$ cat src/rtl/fft_pkg.sv
// fft_pkg: shared constants, complex bin word and peak-detector FSM states.
package fft_pkg;
    localparam int N_POINTS = 64;
    localparam int DATA_W   = 16;
    localparam int MAG_W    = 2 * DATA_W;
    localparam int IDX_W    = $clog2(N_POINTS);

    typedef struct packed {
        logic signed [DATA_W-1:0] re;
        logic signed [DATA_W-1:0] im;
    } cplx_t;

    typedef enum logic [1:0] {IDLE, ACCUM, FLUSH} state_e;
endpackage

$ cat src/rtl/fft_mag_sq.sv
// fft_mag_sq: 2-stage squared magnitude (square, then sum) with valid/last/idx sideband.
module fft_mag_sq
    import fft_pkg::*;
(
    input  logic             clk,
    input  logic             reset,
    input  logic             in_valid,
    input  logic             in_last,
    input  logic [IDX_W-1:0] in_idx,
    input  cplx_t            in_data,
    output logic             out_valid,
    output logic             out_last,
    output logic [IDX_W-1:0] out_idx,
    output logic [MAG_W-1:0] out_mag
);
    logic             r_v1, r_l1;
    logic [IDX_W-1:0] r_i1;
    logic [MAG_W-1:0] r_re2, r_im2;

    // Each square is at most 2^30, so their sum (at most 2^31) fits unsigned MAG_W.
    always_ff @(posedge clk or negedge reset) begin
        if (!reset) begin
            r_v1      <= 1'b0;
            r_l1      <= 1'b0;
            r_i1      <= '0;
            r_re2     <= '0;
            r_im2     <= '0;
            out_valid <= 1'b0;
            out_last  <= 1'b0;
            out_idx   <= '0;
            out_mag   <= '0;
        end else begin
            r_v1      <= in_valid;
            r_l1      <= in_valid && in_last;
            r_i1      <= in_idx;
            r_re2     <= in_data.re * in_data.re;
            r_im2     <= in_data.im * in_data.im;
            out_valid <= r_v1;
            out_last  <= r_l1;
            out_idx   <= r_i1;
            out_mag   <= r_re2 + r_im2;
        end
    end
endmodule

$ cat src/rtl/fft_peak_detect.sv
// fft_peak_detect: tracks the strongest positive-frequency bin (DC excluded) of each
// FFT frame and reports its index/magnitude once the frame has drained.
module fft_peak_detect
    import fft_pkg::*;
(
    input  logic             clk,
    input  logic             reset,
    input  logic             in_valid,
    output logic             in_ready,
    input  logic [MAG_W-1:0] in_data,
    input  logic             in_last,
    input  logic [MAG_W-1:0] min_mag,
    output logic             peak_valid,
    output logic             peak_found,
    output logic [IDX_W-1:0] peak_idx,
    output logic [MAG_W-1:0] peak_mag,
    output logic             frame_err
);
    localparam logic [IDX_W-1:0] LAST_IDX = IDX_W'(N_POINTS - 1);
    localparam logic [IDX_W-1:0] HALF_IDX = IDX_W'(N_POINTS / 2);

    state_e           r_state, w_state_nxt;
    logic             r_fl, r_full, r_err_pend;
    logic [IDX_W-1:0] r_cnt, r_best_idx;
    logic [MAG_W-1:0] r_best_mag;
    logic             w_acc, w_first, w_extra, w_elig, w_upd, w_found;
    logic [IDX_W-1:0] w_idx, w_best_idx;
    logic [MAG_W-1:0] w_best_mag;
    logic             w_s_valid, w_s_last;
    logic [IDX_W-1:0] w_s_idx;
    logic [MAG_W-1:0] w_s_mag;

    assign in_ready = (r_state != FLUSH);
    assign w_acc    = in_valid && in_ready;
    assign w_first  = (r_state == IDLE);
    assign w_idx    = w_first ? '0 : r_cnt;
    assign w_extra  = !w_first && r_full;

    always_comb begin
        w_state_nxt = r_state;
        if (r_state == FLUSH)
            w_state_nxt = r_fl ? IDLE : FLUSH;
        else if (w_acc)
            w_state_nxt = in_last ? FLUSH : ACCUM;
    end

    always_ff @(posedge clk or negedge reset) begin
        if (!reset) begin
            r_state    <= IDLE;
            r_fl       <= 1'b0;
            r_cnt      <= '0;
            r_full     <= 1'b0;
            r_err_pend <= 1'b0;
        end else begin
            r_state <= w_state_nxt;
            r_fl    <= (r_state == FLUSH) && !r_fl;
            if (w_acc) begin
                // Saturated words keep LAST_IDX, which is never eligible, so they are ignored.
                r_cnt  <= (w_idx == LAST_IDX) ? w_idx : w_idx + 1'b1;
                r_full <= w_extra || (w_idx == LAST_IDX);
                if (in_last)
                    r_err_pend <= w_extra || (w_idx != LAST_IDX);
            end
        end
    end

    fft_mag_sq u_mag (
        .clk       (clk),
        .reset     (reset),
        .in_valid  (w_acc),
        .in_last   (in_last),
        .in_idx    (w_idx),
        .in_data   (cplx_t'(in_data)),
        .out_valid (w_s_valid),
        .out_last  (w_s_last),
        .out_idx   (w_s_idx),
        .out_mag   (w_s_mag)
    );

    assign w_elig     = w_s_valid && (w_s_idx != '0) && (w_s_idx < HALF_IDX);
    assign w_upd      = w_elig && (w_s_mag > r_best_mag);
    assign w_best_mag = w_upd ? w_s_mag : r_best_mag;
    assign w_best_idx = w_upd ? w_s_idx : r_best_idx;
    assign w_found    = (w_best_mag >= min_mag);

    // The result is taken from the compare's next value so the final bin is included.
    always_ff @(posedge clk or negedge reset) begin
        if (!reset) begin
            r_best_mag <= '0;
            r_best_idx <= '0;
            peak_valid <= 1'b0;
            peak_found <= 1'b0;
            peak_idx   <= '0;
            peak_mag   <= '0;
            frame_err  <= 1'b0;
        end else begin
            r_best_mag <= (w_acc && w_first) ? '0 : w_best_mag;
            r_best_idx <= (w_acc && w_first) ? '0 : w_best_idx;
            peak_valid <= w_s_valid && w_s_last;
            if (w_s_valid && w_s_last) begin
                peak_found <= w_found;
                peak_idx   <= w_found ? w_best_idx : '0;
                peak_mag   <= w_found ? w_best_mag : '0;
                frame_err  <= r_err_pend;
            end
        end
    end
endmodule

$ cat config.mk
export PLATFORM = sky130hd
export DESIGN_NAME = fft_peak_detect
export DESIGN_NICKNAME = d
export VERILOG_FILES = /design/src/rtl/fft_pkg.sv /design/src/rtl/fft_mag_sq.sv /design/src/rtl/fft_peak_detect.sv
export SDC_FILE = /design/constraint.sdc
export NUM_CORES = 2
export LEC_CHECK = 0
export CAP_MARGIN = 20
export CORE_AREA = 2 2 314 223
export CTS_BUF_LIST = sky130_fd_sc_hd__clkbuf_2
export DETAILED_ROUTE_END_ITERATION = 6
export DIE_AREA = 0 0 316 225
export HOLD_SLACK_MARGIN = 0.1
export SLEW_MARGIN = 10
export SYNTH_ARGS = -nofsm -noshare
export SYNTH_HDL_FRONTEND = slang
export SYNTH_SLANG_ARGS = --single-unit
$ cat constraint.sdc
create_clock -name clk -period 6.1 [get_ports clk]
set_input_delay 1.22 -clock clk [delete_from_list [all_inputs] [get_ports clk]]
set_output_delay 1.22 -clock clk [all_outputs]
set_load 0.02 [all_outputs]
-- Yosys cells after proc, flatten, opt, wreduce, memory -nomap -nowiden
Cells that the tools add are included.
- register bits: 202
- input port bits: 68
- word-level logic and storage cells: 61
- $add $sub $neg: 2
- $mul: 2
- $lt $le $gt $ge: 3
- equal/unequal tests: 4
- multiplexer cells: 12
- reduce and logical (&&, ||, !) cells: 17
- operators with widths (cell ; number):
    $mux W32 ; 3
    $mul A16 B16 Y32 ; 2
    $add A32 B32 Y32 ; 1
    $ge A32 B32 Y1 ; 1
    $gt A32 B32 Y1 ; 1
    $mux W6 ; 5
    $logic_and A1 B1 Y1 ; 9
    $mux W2 ; 4
    $add A6 B1 Y6 const B ; 1
    $eq A6 B6 Y1 const B ; 1
    $lt A6 B6 Y1 const B ; 1
    $ne A6 B6 Y1 const B ; 1
    $reduce_bool A6 Y1 ; 1
    $eq A2 B2 Y1 const B ; 1
    $logic_not A1 Y1 ; 2
    $logic_not A2 Y1 ; 1
    $logic_or A1 B1 Y1 ; 2
    $ne A2 B2 Y1 const B ; 1
    $reduce_and A2 Y1 ; 1
    $reduce_bool A2 Y1 ; 1

-- Logic depth before layout (Yosys ltp)
- word-level depth: 7
- mapped depth: 25
- gate-level depth less buffers: 23

-- Modules after synthesis
A second synthesis with hierarchy kept.
- cells, all modules: 2987
- area total of the unflattened synthesis: 27930.5 um2
- by module, submodules not included (module ; instances ; cells each ; area an instance (um2) ; sequential area each (um2)):
    fft_mag_sq ; 1 ; 2265 ; 21894.7 ; 2752.6
    fft_peak_detect ; 1 ; 722 ; 6035.8 ; 2252.2

-- Least setup slack after synthesis
OpenSTA, ideal clock, no wires.
- path kind: input to register
- start point: input port in_data[31]
- end point: register u_mag.r_re2[29]
- library setup time: 80 ps
- data arrival time: 7044 ps
- data required time: 6020 ps
- setup slack: -1024 ps
- stages on the path: 20
- path through: clkbuf_1 -> inv_1 -> clkbuf_1 -> nor2_1 -> fa_1 -> fa_1 -> fa_1 -> fa_1 -> fa_1 -> inv_1 -> fa_1 -> inv_1 -> ha_1 -> a21oi_1 -> o21ai_0 -> a221o_1 -> a31o_2 -> a41oi_1 -> nor2b_1 -> xnor2_1
- longest elaborated chain between the ends: 1
- ends and longest elaborated chain (element ; line ; text):
    start, declared ; fft_peak_detect.sv:10 ; input logic [MAG_W-1:0] in_data,
    $mul A16 B16 Y32 ; fft_mag_sq.sv:36 ; r_re2 <= in_data.re * in_data.re;
    end signal, assigned ; fft_mag_sq.sv:36 ;
    end, declared ; fft_mag_sq.sv:18 ; logic [MAG_W-1:0] r_re2, r_im2;
Every way passes these cells.
A chain may end at the register's enable or synchronous reset.

-- Worst setup path in the final report
- start point: input port in_data[25]
- end point: register u_mag.r_re2[28]
Same word-level chain as after synthesis.

==> metrics list <==
- Wire segments on met3 add up to about 2.7 mm in the final route.
* Register-to-register setup slack: 390 ps
- The run finished with clean final reports.
* Proportion of synthesized chip area in sequential cells: 18.5%
* Reg2reg start: u_mag.out_mag[31]
- Max-cap violations in this run came to 0.
- The core region is 67800 sq um.
- Measured against its own limit, the worst slew margin works out to about 37%.
- Among all stages on the critical path, the largest delay is contributed by fa_1.
* Yosys reg bits: 200
* Clock tree from TritonCTS: built
* Setup Viol. Count Final: 0
- Source of the critical timing path: in_data[25]
* Period utilization: between 90% and 100%
* Routed Antenna Nets: 0
- Along the worst path, the maximum fanout reaches 7.
* Highest metal used: met4
- Maximum level of the CTS H-tree: 4
- In this run the core area contains 80 standard-cell rows.
- The routed design uses ~29 mm of met2 wire.
- Most common cell on crit path: fa_1
- Via count of the first global-routing pass: approximately 22000
- The largest single stage delay on the critical path is between 500 and 600 ps.
- The clock net in this run drives a total of 200 sinks.
- The smallest clock period supported by the final layout is computed as 6020 ps.
- Together, buffers and inverters on the worst path number 6.
- Cells fill between 40 and 50% of the core in the end.
- Area growth, synth to finish: 24.2%
- Layout net count: slightly above 4000
- Total track usage: between 10% and 20%
- Fraction of layout cells with a size suffix above 1: roughly a fifth
- Timing endpoint of the critical path: u_mag.r_re2[28]
- In this run the tool buffered the top-level ports with between 100 and 150 buffer cells.
- Clock tree synthesis selected as its root buffer the cell clkbuf_2.
- After detailed routing, the number of vias per cell comes to around 4.7.
- Worst Reg2Reg Path Length in Cells: 22
* Endpoint kind of the worst setup timing path: register
* Sum of net half-perimeters after detailed placement: between 50 and 60 mm
- Initial antenna violation count: 1
* Starting DRT DRC Count: approximately 1100
* Post-Route WL: 62.8 mm
- For this design the top-level I/O count stands at 110.
- Number of remaining DRC errors: 0
* Proportion of synthesized flip-flops having asynchronous set or reset: 100%
* Mean Syn Cell Area: approximately 9.6 sq um
- First-pass GRT wire length: ~110 mm
* Die footprint: roughly 71000 sq um
- Entering global routing, the biggest net connects approximately 120 pins.
- Detailed-route wire length per cell: 14.8 um
* Number of fillers in the final layout: ~6300
- TritonCTS created 17 clock buffers.
* Peak clock frequency supported by timing: 0.166 GHz
- Setup repair after global routing could not meet its margin everywhere.
- In the final routing, the length of wire on met1 measures slightly above 30 mm.
* Global placement routability congestion: ~0.86
* Global route overflow: 0
- For this run, the detailed router's first-pass iteration total came to 6.
* Max Clock Skew: 82.7 ps
- Critical path data arrival time: between 6000 and 7000 ps
- The endpoint identified for the worst register-to-register timing path is peak_mag[0].
- In the synthesized netlist, the number of instances is roughly 2800.
- Number of enable flip-flop cells after synthesis: 0
- Yosys warning total: 0
* Delay-heaviest family, CP: adder cells
- The worst setup path is launched from a primary input.
* Number of buffers on the longest clock path: 2
* Worst min-delay path class: in -> async
- Synthesis produced a netlist with a net count of between 3000 and 4000.
* Initial Utilization: between 30% and 40%
- For the worst-skew pair, the clock arrives at the later sink with an insertion delay of a little under 900 ps.
- Number of max-slew violations in the final report: 0
* Floorplan die width: roughly 320 um
- The count of endpoints failing hold in the final timing report is 0.
* Clock transition at the registers of the reported paths: 340 ps
* Worst path required time: approximately 6900 ps
- Ordered cell list for the critical path: dlygate4sd2_1 > buf_6 > buf_4 > buf_4 > and2_1 > ha_4 > xnor2_2 > fa_1 > fa_1 > fa_1 > fa_1 > inv_2 > fa_1 > inv_2 > ha_4 > a21o_1 > a21o_1 > a211oi_2 > o21a_1 > o21ai_4 > a221oi_2 > and2b_1 > xnor2_2
- Die outline height: 225 um
* Mapped Area: ~27000 sq um
* Post-synth top flop: dfrtp_1
* Number of distinct standard cells referenced by the synthesized netlist: 68
- Counting buffers and inverters, the worst setup path is 23 cells deep.
- Transition time at the pin with the least slew margin: 947 ps
- Number of hold-repair buffers added at the cts stage: 0
- The critical path in this run is classified as in -> reg.
- Vias: between 20000 and 25000
## final cells by class
cell class	instances	area (sq um)	share of cell area, %
multi-input combinational	1794	19600	58.6
clock buffer	17	85.1	0.254
clock inverter	15	210	0.627
tap	902	1130	3.36
sequential	200	5000	14.9
antenna	1	2.50	0.00746
inverter	744	2820	8.40
timing repair buffer	558	4650	13.9
## how the worst min path moves through the flow
stage,cells past startpoint,from,endpoint,slack (ps)
final,1,reset,r_best_idx[5],380
after detailed placement,0,u_mag.r_i1[0],u_mag.out_idx[0],340
after CTS,1,reset,r_best_idx[5],340
after global routing,1,reset,r_best_idx[5],310
after global placement,0,u_mag.r_i1[5],u_mag.out_idx[5],340
after floorplan,0,u_mag.r_i1[0],u_mag.out_idx[0],330
## Yosys cell counts (9+ instances only)
cell | count | area share (%)
inv_1 | 743 | 10
fa_1 | 467 | 35
ha_1 | 277 | 13
nand2_1 | 234 | 3.3
dfrtp_1 | 200 | 19
nor2_1 | 146 | 2.0
a21oi_1 | 90 | 1.7
xnor2_1 | 88 | 2.9
and2_1 | 79 | 1.8
o21ai_0 | 75 | 1.4
clkbuf_1 | 60 | 0.83
a21o_1 | 44 | 1.2
mux2i_1 | 39 | 1.4
xor2_1 | 31 | 1.0
nor2b_1 | 19 | 0.44
nand3_1 | 15 | 0.28
nand2b_1 | 14 | 0.32
nand4_1 | 14 | 0.32
a211oi_1 | 13 | 0.36
o21a_1 | 13 | 0.36
nor3_1 | 12 | 0.22
a31o_2 | 11 | 0.36
and3_1 | 11 | 0.25
o21ai_1 | 11 | 0.20
o21bai_1 | 9 | 0.25
## cell families (layout without fill, tap and decap cells)
logic type               count (synthesis)  in the layout  synth area share [%]
buffers and inverters                  809           1334                  11.3
adder cells (fa/ha/maj)                744            744                  47.5
AND/OR/NAND/NOR                        569            569                  9.63
AO/OA/AOI/OAI                          320            320                  7.60
flip-flops                             200            200                  18.5
XOR/XNOR                               119            119                  3.86
multiplexers                            42             42                  1.57
other                                    0              1                     0
## flip-flops by register name (all words and copies together) (netlist names), 2 cells and up
name,cells
u_mag.r_i1,6
u_mag.r_re2,31
r_cnt,6
peak_mag,32
u_mag.out_mag,32
u_mag.out_idx,6
r_best_idx,6
r_best_mag,32
peak_idx,6
u_mag.r_im2,31
r_state,2
## metal layers
layer | global-route usage (%) | vias up
met5 | 0 | -
met4 | 2.31 | 0
met3 | 2.18 | 34
met2 | 29.6 | 360
met1 | 28.2 | 10100
li1 | - | 9529
## cell usage in the layout (no fill, tap or decap), types with 14 or more instances in the layout
| master | instances |
|---|---|
| a21o_1 | 44 |
| a21oi_1 | 79 |
| and2_1 | 66 |
| buf_4 | 410 |
| buf_6 | 28 |
| clkbuf_2 | 30 |
| clkdlybuf4s50_1 | 77 |
| dfrtp_1 | 200 |
| fa_1 | 446 |
| fa_2 | 21 |
| ha_1 | 259 |
| ha_4 | 17 |
| inv_1 | 715 |
| inv_2 | 23 |
| mux2i_1 | 39 |
| nand2_1 | 216 |
| nand2b_1 | 14 |
| nand3_1 | 14 |
| nand4_1 | 14 |
| nor2_1 | 133 |
| nor2b_1 | 16 |
| o21ai_0 | 68 |
| o21ai_1 | 14 |
| xnor2_1 | 85 |
| xor2_1 | 31 |
## worst reg2reg max path, stage by stage, from the launching register on
cell      delay, ps
dfrtp_1         500
ha_1            320
nand4_1         140
nor2_1          190
and3_1          230
nand4_1         200
nor4_2          430
o21ai_1         180
a31oi_4         270
buf_4           350
mux2i_1         560
inv_1           100
ha_1            310
a21o_1          180
a21o_1          160
a21o_1          160
a21o_1          170
a21oi_1         140
nor2b_1          70
o211ai_1        160
o211a_1         510
buf_12          230
o21ai_0         100
## stage by stage
stage / hold WS (ps) / TNS, ps / std cells / setup slack, ps / area, sq um
2_1_floorplan: 331 / -2630 / 2803 / -317 / 27600
3_3_place_gp: 336 / -35220 / 4157 / -1220 / 32500
3_5_place_dp: 336 / -36640 / 4157 / -1240 / 32500
4_1_cts: 342 / 0 / 4209 / 1.21 / 33100
5_1_grt: 310 / -67.3 / 4231 / -36.3 / 33500
6_report: 379 / 0 / 4231 / 82.3 / 33500
## what timing repair did
action                     4_1_cts  5_1_grt
setup endpoints to repair       19       17
gates cloned                     2        0
pin swaps                       58       73
gates resized for setup         84      107
buffers inserted                18       24
Power is not shown: default switching activity piles up to over one toggle a cycle in this logic, so the estimate is an artifact.
